===== src/rtl/reg_load_arbiter.sv =====
// reg_load_arbiter
// Round-robin arbiter sharing the load port of a 64-bit data register between
// two requesters. The owner streams four 16-bit beats, which are packed into
// reg_data (beat k lands in bits 16k+15:16k), then reg_E and done[owner] pulse
// for one cycle.
//
// Optional feature: define REG_ARB_TIMEOUT_EN to add a stall counter that
// aborts a transaction after TIMEOUT consecutive COLLECT cycles without a
// beat transfer. The abort pulses err. Without the macro err is constant 0.
module reg_load_arbiter #(
  parameter int BEAT_W  = 16,
  parameter int TIMEOUT = 15
) (
  input  logic                clk,
  input  logic                R,
  input  logic [1:0]          req,
  input  logic [1:0]          beat_valid,
  input  logic [BEAT_W-1:0]   beat_data0,
  input  logic [BEAT_W-1:0]   beat_data1,
  output logic [1:0]          gnt,
  output logic                beat_ready,
  output logic [1:0]          done,
  output logic                reg_E,
  output logic [4*BEAT_W-1:0] reg_data,
  output logic                last_owner,
  output logic                err
);

  typedef enum logic [1:0] {
    IDLE    = 2'd0,
    COLLECT = 2'd1,
    WRITE   = 2'd2
  } state_t;

  state_t            state;
  logic              owner;
  logic [1:0]        beat_cnt;
  logic [BEAT_W-1:0] cur_beat;
  logic              cur_valid;
  logic              xfer;
  logic              pick;

`ifdef REG_ARB_TIMEOUT_EN
  localparam int STALL_W = $clog2(TIMEOUT + 1);
  localparam logic [STALL_W-1:0] STALL_LAST = STALL_W'(TIMEOUT - 1);
  logic [STALL_W-1:0] stall_cnt;
`endif

  // Select the owner's beat lane, decide whether a beat moves this cycle, and
  // compute the round-robin winner used when leaving IDLE.
  always_comb begin
    cur_beat  = owner ? beat_data1 : beat_data0;
    cur_valid = beat_valid[owner];
    xfer      = (state == COLLECT) && beat_ready && cur_valid;
    if (req == 2'b11) begin
      pick = ~last_owner;
    end else begin
      pick = req[1];
    end
  end

  // Arbitration FSM with all outputs registered; reset abandons any
  // transaction in flight and gives requester 0 first priority.
  always_ff @(posedge clk) begin
    if (!R) begin
      state      <= IDLE;
      owner      <= 1'b0;
      beat_cnt   <= 2'd0;
      gnt        <= 2'b00;
      beat_ready <= 1'b0;
      done       <= 2'b00;
      reg_E      <= 1'b0;
      reg_data   <= '0;
      last_owner <= 1'b1;
`ifdef REG_ARB_TIMEOUT_EN
      stall_cnt  <= '0;
      err        <= 1'b0;
`endif
    end else begin
      reg_E <= 1'b0;
      done  <= 2'b00;
`ifdef REG_ARB_TIMEOUT_EN
      err   <= 1'b0;
`endif
      case (state)
        IDLE: begin
          if (|req) begin
            owner      <= pick;
            gnt        <= pick ? 2'b10 : 2'b01;
            beat_ready <= 1'b1;
            beat_cnt   <= 2'd0;
            state      <= COLLECT;
`ifdef REG_ARB_TIMEOUT_EN
            stall_cnt  <= '0;
`endif
          end
        end
        COLLECT: begin
          if (xfer) begin
            reg_data[32'(beat_cnt)*BEAT_W +: BEAT_W] <= cur_beat;
            beat_cnt <= beat_cnt + 2'd1;
`ifdef REG_ARB_TIMEOUT_EN
            stall_cnt <= '0;
`endif
            if (beat_cnt == 2'd3) begin
              beat_ready <= 1'b0;
              reg_E      <= 1'b1;
              done       <= owner ? 2'b10 : 2'b01;
              state      <= WRITE;
            end
          end else begin
`ifdef REG_ARB_TIMEOUT_EN
            if (stall_cnt == STALL_LAST) begin
              err        <= 1'b1;
              gnt        <= 2'b00;
              beat_ready <= 1'b0;
              last_owner <= owner;
              stall_cnt  <= '0;
              state      <= IDLE;
            end else begin
              stall_cnt <= stall_cnt + 1'b1;
            end
`endif
          end
        end
        WRITE: begin
          gnt        <= 2'b00;
          last_owner <= owner;
          state      <= IDLE;
        end
        default: begin
          state <= IDLE;
        end
      endcase
    end
  end

`ifndef REG_ARB_TIMEOUT_EN
  // No stall counter exists in this build, so err can never fire; the
  // expression is a constant 0 that also keeps TIMEOUT referenced.
  assign err = (TIMEOUT < 0);
`endif

endmodule


===== config.mk =====
export PLATFORM = sky130hd
export DESIGN_NAME = reg_load_arbiter
export DESIGN_NICKNAME = d
export VERILOG_FILES = /design/src/rtl/reg_load_arbiter.sv
export SDC_FILE = /design/constraint.sdc
export NUM_CORES = 1
export LEC_CHECK = 0
export CAP_MARGIN = 10
export CORE_MARGIN = 2
export CORE_UTILIZATION = 25
export DETAILED_ROUTE_END_ITERATION = 10
export GPL_TIMING_DRIVEN = 1
export PLACE_DENSITY = 0.58
export SETUP_SLACK_MARGIN = 0.02
export SLEW_MARGIN = 25
export SYNTH_ARGS = -nofsm -noshare
export SYNTH_HDL_FRONTEND = slang
export SYNTH_SLANG_ARGS = --single-unit

===== constraint.sdc =====
create_clock -name clk -period 4.39 [get_ports clk]
set_clock_uncertainty 0.2 [all_clocks]
set_input_delay 0.878 -clock clk [delete_from_list [all_inputs] [get_ports clk]]
set_output_delay 0.878 -clock clk [all_outputs]
set_load 0.01 [all_outputs]

Word-level counts from Yosys, hierarchy flattened. Index checks and enable logic that the tools add are counted.

Add/subtract/negate cells: 2. Order comparisons: 1. Equal/unequal tests: 7. Shift operators: 2. Mux-type cells: 21. Bitwise gates (word level): 1. Reductions and logical operators: 14.

Operators by type and width (number): 64-bit bitwise mux (1); 16-bit by 34-bit variable shift with 64-bit output (first input constant) (1); 16-bit by 34-bit indexed part select with 64-bit output (1); 6-bit negation with 34-bit output (1); 16-bit 2-to-1 mux (1); 2-bit 2-to-1 mux (8); 2-bit case mux with 2 select lines (3); 3-bit AND reduction (3); 4-bit AND reduction (2); 1-bit 2-to-1 mux (7); 2-bit equality test (second input constant) (3); 2-bit AND reduction (3); 2-bit inequality test (second input constant) (2); 2-bit nonzero test (2); 2-bit by 1-bit adder with 2-bit output (second input constant) (1); 2-bit by 1-bit equality test with 1-bit output (second input constant) (1); 1-bit logical AND (2); 2-bit logical NOT (1); 1-bit by 2-bit less-than comparator with 1-bit output (second input constant) (1); 2-bit by 1-bit inequality test with 1-bit output (second input constant) (1); 1-bit case mux with 2 select lines (1); 2-bit OR reduction (1); 1-bit NOT (1).

Bits in registers: 76. Input port bits: 38. Output and inout bits: 72. Word-level logic and storage cells: 57.

Depth between registers and ports, before layout.
Depth after elaboration: 5. Mapped depth: 7.

Worst setup path after synthesis. No wires, ideal clock.

Path kind: input to register. Start: in beat_valid[0]. End: reg reg_data[10]. Setup time: 0.120 ns. Arrival time: 1.734 ns. Data required time: 4.070 ns. Setup slack: 2.336 ns. Stages: 5. Path buffers: 2. Path through: mux2_4 and4_4 buf_6 buf_6 mux2i_1.

Longest elaborated chain between the ends: 4.

Ends and longest elaborated chain: start, declared (line 17) `input logic [1:0] beat_valid,`; 1-bit 2-to-1 mux (implied by the code) (2 in a row) (line 53) `cur_valid = beat_valid[owner];`; 1-bit logical AND (line 54) `xfer = (state == COLLECT) && beat_ready && cur_valid;`; 2-bit AND reduction (no line); end signal, assigned by index (line 100) `reg_data[32'(beat_cnt)*BEAT_W +: BEAT_W] <= cur_beat;`; end, declared (line 24) `output logic [4*BEAT_W-1:0] reg_data,`.

No other way between the ends. The select of a mux whose other input is x is not followed. A chain may end at the register's enable or synchronous reset.

Worst setup path in the final report.
Start: reg beat_ready. End: out beat_ready.

RTL lines: start, declared (line 21) `output logic beat_ready,`; start signal, assigned (line 70) `beat_ready <= 1'b0;`; start signal, assigned (line 90) `beat_ready <= 1'b1;`; start signal, assigned (line 106) `beat_ready <= 1'b0;`.

No word-level cell between the ends.

==> flow_results.org <==
** Status
- The run finished with clean final reports.

** Floorplan
- In this run the horizontal extent of the chip is 121 um.
- Std cell rows :: 42
- The die is 121 um tall.
- Pin placement for this block handled 110 I/O pins.
- The die covers 0.0146 mm2.
- Once the floorplan was initialized, standard cells occupied 25.7% of the core.
- After floorplanning, the core was sized to cover 0.0133 mm2.

** Power and ir drop
- Logic gate share of total power :: 8.4%
- Summing internal, switching and leakage power gives roughly 0.0016 W.
- Internal power comes to about 0.0012 W.
- The clock network accounts for 47.1% of the total power.
- Seq pwr share :: 44.5%
- Summed over all cells, the static leakage comes to 1.61 nW.
- Proportion of total power due to net switching :: about a quarter
- Power spread over the standard cell area amounts to 328 mW/mm2.
- IR analysis of the VDD net gives a maximum drop of 0.000154 V.
- Summed over all nets, the switching power comes to 0.000381 W.

** Synthesis
- After Yosys synthesis, and, or, nand and nor cells account for 19.8% of the synthesized area.
- Yosys instantiated no cell more often than sky130_fd_sc_hd__nand2_1.
- After Yosys synthesis, full adders, half adders and majority gates account for ~2.2% of the synthesized area.
- Register area share after synthesis :: 44.6%
- Counting flops with a built-in enable in the synthesized netlist gives 0.
- In this run the mean area of a mapped cell was 9.40 um2.
- Synthesized Nets :: 407
- After synthesis, the cell types taking the most area are sky130_fd_sc_hd__dfxtp_1 (45%), sky130_fd_sc_hd__mux2i_1 (19%), sky130_fd_sc_hd__nand2_1 (15%).
- By area, the combinational part of the netlist is dominated by multiplexers.
- After Yosys synthesis, XOR and XNOR cells account for 0% of the synthesized area.
- In the synthesized netlist, the cells that appear most often are sky130_fd_sc_hd__nand2_1 (132), sky130_fd_sc_hd__dfxtp_1 (76), sky130_fd_sc_hd__mux2i_1 (66).
- Share of the synthesized area in compound gates (AO/OA/AOI/OAI) :: about 2.5%
- Most used flip-flop cell after synthesis :: sky130_fd_sc_hd__dfxtp_1
- Cell type contributing the most total cell area after synthesis :: sky130_fd_sc_hd__dfxtp_1
- After synthesis, the largest area contributor takes up 44.6% of total cell area.
- After synthesis, the netlist uses 34 different library cells.
- Yosys warnings :: 0
- Summing every instance area after synthesis gives 0.00341 mm2.
- After technology mapping, the gate count stands at 363.
- Counting flops with an async set or reset pin after synthesis yields a share of 0%.
- Measured against the total synthesized area, the mux share comes to 25.1%.
- Synthesis inferred 76 register bits.

** Global routing
- Global routing consumed, over all layers together, 13.5% of the routing resources.
- Largest net degree at the start of global routing :: 44
- Initial antenna violation count :: 0
- The first global-routing pass estimated ~15,000 um of wire.
- Total overflow reported by the global router :: 0
- Via count of the first global-routing pass :: 2,773

** Worst setup path
- Data on the critical path is required at its endpoint by ~3300 ps.
- The endpoint identified for the worst register-to-register timing path is reg_data[14]$_SDFFE_PN0P_.
- Critical path's slowest cell :: sky130_fd_sc_hd__clkdlybuf4s50_1
- The setup path with the least slack is of type reg2out.
- Worst Setup End Kind :: output pin
- Crit path cell chain :: clkdlybuf4s50_1
- R2R Path Start :: beat_cnt[0]$_SDFFE_PN0P_
- Data arrives at the worst endpoint at ~1400 ps.
- Family of cells with the greatest summed delay on the critical path :: buffers and inverters
- Together, buffers and inverters on the worst path number 1.
- The worst setup path is launched from a flip-flop.
- Along the worst path, the maximum fanout reaches 9.
- Across all register-to-register paths, the minimum setup slack is 1920 ps.
- Stage delay of the slowest cell on the critical path :: 610 ps
- Worst Reg-to-Reg Cells :: 5

** Placed design
- Placed standard-cell area :: 0.00455 mm2
- In this run the tool buffered the top-level ports with 108 buffer cells.
- Placer congestion estimate :: 0.734
- After legalization and detailed placement, the total HPWL measured between 6000 and 7000 um.

** Layout
- In the final layout, the share of cells above drive strength 1 is 9.15%.
- With fillers left out, the area of the finished cells amounts to between 0.004 and 0.005 mm2.
- Number of fill cells in the layout :: about 1,300
- The repair_antennas step left the layout with diodes totalling 0.
- Number of nets in the final layout :: 498
- Area growth from synthesis to layout :: 42.0%

** Clocking
- At the later pin of the worst-skew pair, clock insertion delay measures ~330 ps.
- After clock tree synthesis, the clock-pin slew on the worst setup and hold paths is roughly 60 ps.
- CTS placed an instance of sky130_fd_sc_hd__clkbuf_16 at the clock tree root.
- Post-CTS repair changed the size of 0 cells.
- CTS sink count :: 76
- Hold repair after CTS inserted 0 buffers.
- Maximum level of the CTS H-tree :: 3
- Post-CTS setup buffer count :: 0
- Total clock buffers created by CTS :: 9
- TritonCTS built the clock tree.
- The clock passes through at most 2 buffers.

** STA
- Total negative setup slack :: 0 ps
- For this run, the top clock speed supported by timing is 0.400 GHz.
- Of the available clock period, the critical path in the final layout requires 56.9%.
- Setup repair after global routing left no endpoint under its margin.
- Setup violations remaining at the end of the flow were counted as 0.
- The smallest clock period supported by the final layout is computed as 2500 ps.
- For the pin with the worst max-slew slack, the measured transition is roughly 940 ps.
- Relative slew slack :: 37.3%
- The final number of hold-violating endpoints came to 0.
- Max-slew violation total from the final report :: 0

** Detailed routing
- Total wire length after detailed routing :: 9750 um
- First-pass iteration count of the detailed router :: 4
- Count of vias placed by the detailed router :: 2,776
- After detailed routing, the average wire length per cell comes to 15.3 um.
- The detail route stage leaves a number of antenna-violating nets equal to 0.
- Vias per inst :: between 4 and 5
- For this block, the initial DRC count from the detailed router was ~140.
- In the routed design, unresolved DRC markers number 0.

** Min path
- The worst hold path was traced through 2 stages.
- In this run the worst hold path is classified as reg2reg.
- Hold-critical path endpoint :: reg_data[3]$_SDFFE_PN0P_
- Startpoint of the tightest hold check path :: reg_data[3]$_SDFFE_PN0P_

** Run
- Across the run, the number of max-cap violations was 0.
## area by class of cell
class,instances,area (um2),share of cell area [%]
multi-input combinational,255,1710,35.3
clock inverter,6,71.3,1.47
inverter,3,11.3,0.232
sequential,76,1520,31.4
clock buffer,10,229,4.73
timing repair buffer,109,1080,22.4
tap,176,220,4.54
## registers in the layout (all words and copies together) (netlist names)
| signal | count |
|---|---|
| last_owner | 1 |
| state | 2 |
| reg_data | 64 |
| reg_E | 1 |
| beat_cnt | 2 |
| gnt | 2 |
| beat_ready | 1 |
| owner | 1 |
| done | 2 |
## cells in the final DEF (no fill, tap or decap), drive strengths merged, types with 2 or more instances in the layout
cell type | synthesis | routed
and4b | 2 | 2
and3 | 4 | 4
and4 | 5 | 5
nor2 | 2 | 2
mux2 | 17 | 17
clkinvlp | 0 | 2
dfxtp | 76 | 76
ha | 6 | 6
a21boi | 2 | 2
clkdlybuf4s50 | 0 | 107
inv | 3 | 5
mux2i | 66 | 66
o211ai | 2 | 2
buf | 19 | 2
and4bb | 2 | 2
nand2 | 132 | 132
clkbuf | 10 | 10
## cell families after synthesis
family	Yosys count
compound gates	11
simple gates	154
fa+ha+maj	6
buf+inv	32
flops	76
other cells	1
mux	83
## how the worst max path moves through the flow
stage / from / to / slack (ps) / cells after the start
after floorplan: beat_valid[0] / reg_data[10]$_SDFFE_PN0P_ / 2340 / 5
after global placement: R / reg_data[4]$_SDFFE_PN0P_ / 1600 / 4
after detailed placement: R / reg_data[14]$_SDFFE_PN0P_ / 1490 / 4
after CTS: beat_ready$_SDFFE_PN0P_ / beat_ready / 1860 / 1
after global routing: R / reg_data[6]$_SDFFE_PN0P_ / 1680 / 4
final: beat_ready$_SDFFE_PN0P_ / beat_ready / 1890 / 1
## worst register-to-register path, cell delays in order (launching register included)
cell                       delay [ps]
sky130_fd_sc_hd__dfxtp_1          550
sky130_fd_sc_hd__inv_1            150
sky130_fd_sc_hd__ha_1             400
sky130_fd_sc_hd__nor4bb_4         810
sky130_fd_sc_hd__nand2_1          110
sky130_fd_sc_hd__mux2i_1          170
## metal layers
metal	GRT usage, %	share of wire (%)	up-vias
li1	-	-	1390
met1	18.8	50	1299
met2	19.9	43	79
met3	3.77	5.4	8
met4	4.94	1.4	0
met5	0	0	-
## metrics by stage
| stage | util (%) | setup slack, ps | hold slack (ps) | std cells |
|---|---|---|---|---|
| after floorplan | - | 2340 | 279 | 363 |
| after global placement | 34.2 | 1600 | 243 | 619 |
| after detailed placement | 34.2 | 1490 | 248 | 619 |
| after CTS | 36.4 | 1860 | 258 | 635 |
| after global routing | 36.4 | 1680 | 274 | 635 |
| final | 36.4 | 1890 | 257 | 635 |
## power groups by stage
stage / logic [W] / registers (W) / clock network [W]
after detailed placement: 0.000136 / 0.000724 / 0
final: 0.000134 / 0.000708 / 0.000749
after floorplan: 0.0000673 / 0.000722 / 0
after CTS: 0.000137 / 0.000709 / 0.000767
after global placement: 0.000135 / 0.000724 / 0
after global routing: 0.000146 / 0.000710 / 0.000799
(Power assumes the default switching activity.)
==> RTL change 1, RTL diff (config.mk and constraints unchanged) <==
Set the parameter `BEAT_W` to 20 (it was 16).
--- a/src/rtl/reg_load_arbiter.sv
+++ b/src/rtl/reg_load_arbiter.sv
@@ -8,7 +8,7 @@
 // aborts a transaction after TIMEOUT consecutive COLLECT cycles without a
 // beat transfer. The abort pulses err. Without the macro err is constant 0.
 module reg_load_arbiter #(
-  parameter int BEAT_W  = 16,
+  parameter int BEAT_W  = 20,
   parameter int TIMEOUT = 15
 ) (
   input  logic                clk,
Ports: changed (resized beat_data0, beat_data1 and reg_data); port bits go from 110 to 134. No check against the original RTL was run, so the function may have changed too.
==> RTL change 1 against the original RTL <==
- setup slack lost 0.60 ns
- critical path depth grew 6
- sequential share of layout area shrank 4.3 points
- sequential cell count grew 16
- final area grew 41%
- die area grew 44%
- wire length grew 83%
- register-to-register slack lost 0.63 ns
- clock power grew 12%
- power grew 25%
- area after synthesis grew 46%
- global-route usage grew 3.1 points
- critical endpoint is now reg_data[26]
==> RTL change 1: results (changes against the original RTL) <==
- Synth unique cells: 60 (+76%)
- WHS: 0.2373 ns (-0.01982 ns)
- Final nets: 683 (+37%)
- Commonest cells in the netlist: 92 x dfxtp_1, 66 x nand2_1, 39 x o21ai_0, 29 x a21oi_1, 29 x mux4_2
- All-Layer GR Usage: 0.1668 (+0.03136)
- Main area contributors after synthesis: dfxtp_1 37%, mux4_2 13%, nand2_1 5.0%
- DRT Pass-1 Iters: 5 (+1)
- Status: completed
- Hold_sp: reg_data[49]
- Share of cells above drive strength 1: 0.1242 (+0.03271)
- DR vias: 4718 (+70%)
- Worst-path fanout max: 24 (+15)
- Total wire length: 17.87 mm (+83%)
- CP required: 4.49 ns (+1.18 ns)
- Placement Setup Slack: 1.164 ns (-0.3263 ns)
- Internal power: 1.445 mW (+19%)
- Vias in the first global route: 4540 (+64%)
- Largest net degree at the start of global routing: 50 (+14%)
- Lkg Pwr: 2.198 nW (+37%)
- IO Port Bufs: 132 (+22%)
- Worst-case vdd ir drop: 0.0001683 V (+9.0%)
- GP Congestion: 0.8756 (+19%)
- Syn Area/Cell: 9.576 µm² (+1.9%)
- Post-DP HPWL: 13.49 mm (+93%)
- Flop-to-flop setup slack: 1.29 ns (-0.63 ns)
- Sequential area share after synthesis: 0.3698 (-0.07606)
- Inst Count DP: 885 (+43%)
- FF-to-FF Start: beat_cnt[1]
- Fillers: 2047 (+54%)
- Placed cell area: 6494 µm² (+43%)
- First-pass GRT wire length: 27.42 mm (+83%)
- Worst-Skew Late Latency: 0.35 ns (+0.02 ns)
- DRT iter0 DRCs: 360 (+150%)
- Worst Tran Pin Value: 0.9988 ns (+0.06029 ns)
- PwrDens: 292.4 nW/µm² (-11%)
- Seq group: 857 µW (+21%)
- Drt wl/cell: 19.83 µm (+29%)
- Max FFs per register: 80 (+25%)
- Sequential Area: 1844 µm² (+21%)
- Fmax: 322.7 MHz (-19%)
- Logic power comb: 293 µW (+120%)
- Syn Nets: 572 (+41%)
[RTL change 1: cell count changes in the layout (fill, tap and decap cells not counted), sizes merged, moves of 25 or more]
cell           delta
o21ai            +40
nand2            -65
mux2i            -49
mux4             +29
clkdlybuf4s50    +25
a21oi            +29
[RTL change 1: cell families (layout without fill, tap and decap cells)]
group                    after synthesis  after routing  synth area share
AND/OR/NAND/NOR                      178            178            0.1872
AO/OA/AOI/OAI                        136            136            0.1807
flip-flops                            92             92            0.3698
multiplexers                          62             62            0.2023
buffers and inverters                 45            161           0.04422
adder cells (fa/ha/maj)                6              6           0.01507
other                                  1              1         0.0007530
[RTL change 1: worst paths after layout]
kind,end,cells past startpoint
min,reg_data[49],2
min reg2reg,reg_data[49],2
max reg2reg,reg_data[26],7
max,reg_data[26],7
[RTL change 1: final cells by class]
class,count,share of cell area
Clock buffer,10,0.03509
Clock inverter,6,0.01139
Sequential cell,92,0.2708
Tap cell,265,0.04869
Multi-Input combinational cell,383,0.4284
Timing Repair Buffer,140,0.2028
Inverter,5,0.002756
[RTL change 1: worst max-delay path, stage by stage, from the launching register on]
cell and delay, ns:
dfxtp_1 0.38, inv_1 0.11, ha_1 0.76, buf_4 0.39
nor3b_1 0.72, nand3_1 0.15, o211ai_1 0.17, a22o_1 0.17
[RTL change 1: layer usage]
| metal | GRT usage | share of wire | vias up |
|---|---|---|---|
| met4 | 0.05098 | 0.021 | 0 |
| met2 | 0.2521 | 0.45 | 195 |
| met5 | 0 | 0 | - |
| met1 | 0.2287 | 0.45 | 2295 |
| li1 | - | - | 2203 |
| met3 | 0.05063 | 0.081 | 25 |
==> RTL change 2, RTL diff (same flow settings) <==
Without the edit above. The option `REG_ARB_TIMEOUT_EN` is turned on by a define.
--- a/src/rtl/reg_load_arbiter.sv
+++ b/src/rtl/reg_load_arbiter.sv
@@ -7,6 +7,8 @@
 // Optional feature: define REG_ARB_TIMEOUT_EN to add a stall counter that
 // aborts a transaction after TIMEOUT consecutive COLLECT cycles without a
 // beat transfer. The abort pulses err. Without the macro err is constant 0.
+`define REG_ARB_TIMEOUT_EN
+
 module reg_load_arbiter #(
   parameter int BEAT_W  = 16,
   parameter int TIMEOUT = 15
Formal check against the unedited RTL: same outputs for any inputs over 4 cycles, from zero or initial values; that may be too few to reach the edited logic, so the function may still have changed.
==> RTL change 2 against the original RTL <==
- sequential cell count increased by 5
- setup slack got worse by 0.47 ns
- die area increased by 7.3%
- wire length increased by 8.0%
- utilization decreased by 0.34 points
- final area increased by 7.5%
- area after synthesis increased by 7.6%
Power is not compared: it rests on default switching activity, and its combinational part moved more than twofold at a synthesized area within 25%.
==> RTL change 2: results (changes against the original RTL) <==
- Status: completed
- Syn Nets: 455 (+12%)
- Sequential area share after synthesis: 0.4419 (-0.004043)
- Antenna cells: 0 (unchanged)
- WP data arrival: 2.97 ns (+1.55 ns)
- H-tree depth: 3 (unchanged)
- Postcts setup bufs: 0 (unchanged)
- Met1 Use GR: 0.1681 (-0.01975)
- Synth unique cells: 39 (+15%)
- Clk sinks: 81 (+6.6%)
- IO Port Bufs: 109 (+0.93%)
- Met2 Resource Use GR: 0.2267 (+0.02722)
- HP Class: flip-flop to flip-flop
- Main area contributors after synthesis: dfxtp_1 44%, mux2i_1 22%, nor2_1 14%
- Share of cells above drive strength 1: 0.06876 (-0.02274)
- Met3 Track Usage GR: 0.04108 (+0.003342)
- Commonest cells in the netlist: 139 x nor2_1, 81 x dfxtp_1, 81 x mux2i_1, 11 x clkbuf_1, 11 x ha_1
- Largest net degree at the start of global routing: 37 (-16%)
- Post-DP HPWL: 7.592 mm (+8.5%)
- DR vias: 3091 (+11%)
- Total wire length: 10.52 mm (+8.0%)
- Ys async rst share: 0 (unchanged)
- Syn Area/Cell: 9.039 µm² (-3.8%)
- Vias in the first global route: 3174 (+14%)
- DRT Pass-1 Iters: 4 (unchanged)
- GP Congestion: 0.7212 (-1.7%)
- First-pass GRT wire length: 17.06 mm (+14%)
- Inst Count DP: 678 (+9.5%)
- Worst Tran Pin Value: 0.8559 ns (-0.08266 ns)
- CTS resizes: 0 (unchanged)
- DRT iter0 DRCs: 115 (-19%)
- Clock-pin transition on the worst setup and hold timing paths: 0.06 ns (about the same)
- Biggest regs: reg_data (64), stall_cnt (4)
- Vias per cell: 4.460 (+2.0%)
- Placed cell area: 4907 µm² (+8.0%)
- Final nets: 554 (+11%)
- All-Layer GR Usage: 0.1353 (-0.0001501)
-- RTL change 2: area by class of cell --
| class | instances | area [µm²] |
|---|---|---|
| timing repair buffer | 115 | 1136 |
| tap | 184 | 230.2 |
| clock buffer | 10 | 239.0 |
| fill | 1500 | 9215 |
| multi-input combinational | 288 | 1882 |
| clock inverter | 5 | 62.56 |
| sequential | 81 | 1622 |
| inverter | 10 | 37.54 |
-- RTL change 2: where the power goes --
group / switching, mW / internal (mW) / total (mW) / leakage (nW)
sequential: 0.0219 / 0.760 / 0.782 / 0.654
clock: 0.311 / 0.457 / 0.768 / 0.142
combinational: 0.153 / 0.133 / 0.285 / 1.02
total: 0.485 / 1.35 / 1.84 / 1.82
-- RTL change 2: metrics by stage --
stage               hold WS (ns)  utilization  setup slack (ns)
floorplan                 0.2823            -             2.215
global placement          0.2618       0.3402             1.172
detailed placement        0.2681       0.3402             1.108
CTS                       0.2776       0.3611             1.463
global route              0.2912       0.3611             1.360
finish                    0.2659       0.3611             1.421
-- RTL change 2: cells by family (layout without fill, tap and decap cells) --
group	count (synthesis)	in the layout	synth area share
compound gates	19	19	0.03819
xor+xnor	3	3	0.007161
fa+ha+maj	11	11	0.03750
buf+inv	37	140	0.05080
flops	81	81	0.4419
mux	82	82	0.2247
simple gates	173	173	0.1998
-- RTL change 2: critical path, stage by stage --
cell and delay [ns]:
clkdlybuf4s50_1 0.47, mux2i_2 0.20, nor3b_2 0.77, buf_4 0.36, mux2i_1 0.23, nor2_1 0.05
-- RTL change 2: path summary, 6_finish.rpt --
| path | start | end | slack, ns | cells after the start |
|---|---|---|---|---|
| hold / removal | gnt[1] | gnt[1] | 0.27 | 2 |
| hold reg to reg | gnt[1] | gnt[1] | 0.27 | 2 |
| setup reg to reg | state[1] | reg_data[1] | 1.59 | 7 |
| setup / recovery | beat_valid[0] | reg_data[1] | 1.42 | 6 |
-- RTL change 2: per-layer routing --
| metal | routed length [µm] | up-vias |
|---|---|---|
| met2 | 5006 | 78 |
| met3 | 568 | 11 |
| met5 | 0 | - |
| met1 | 4802 | 1458 |
| li1 | - | 1544 |
| met4 | 146 | 0 |
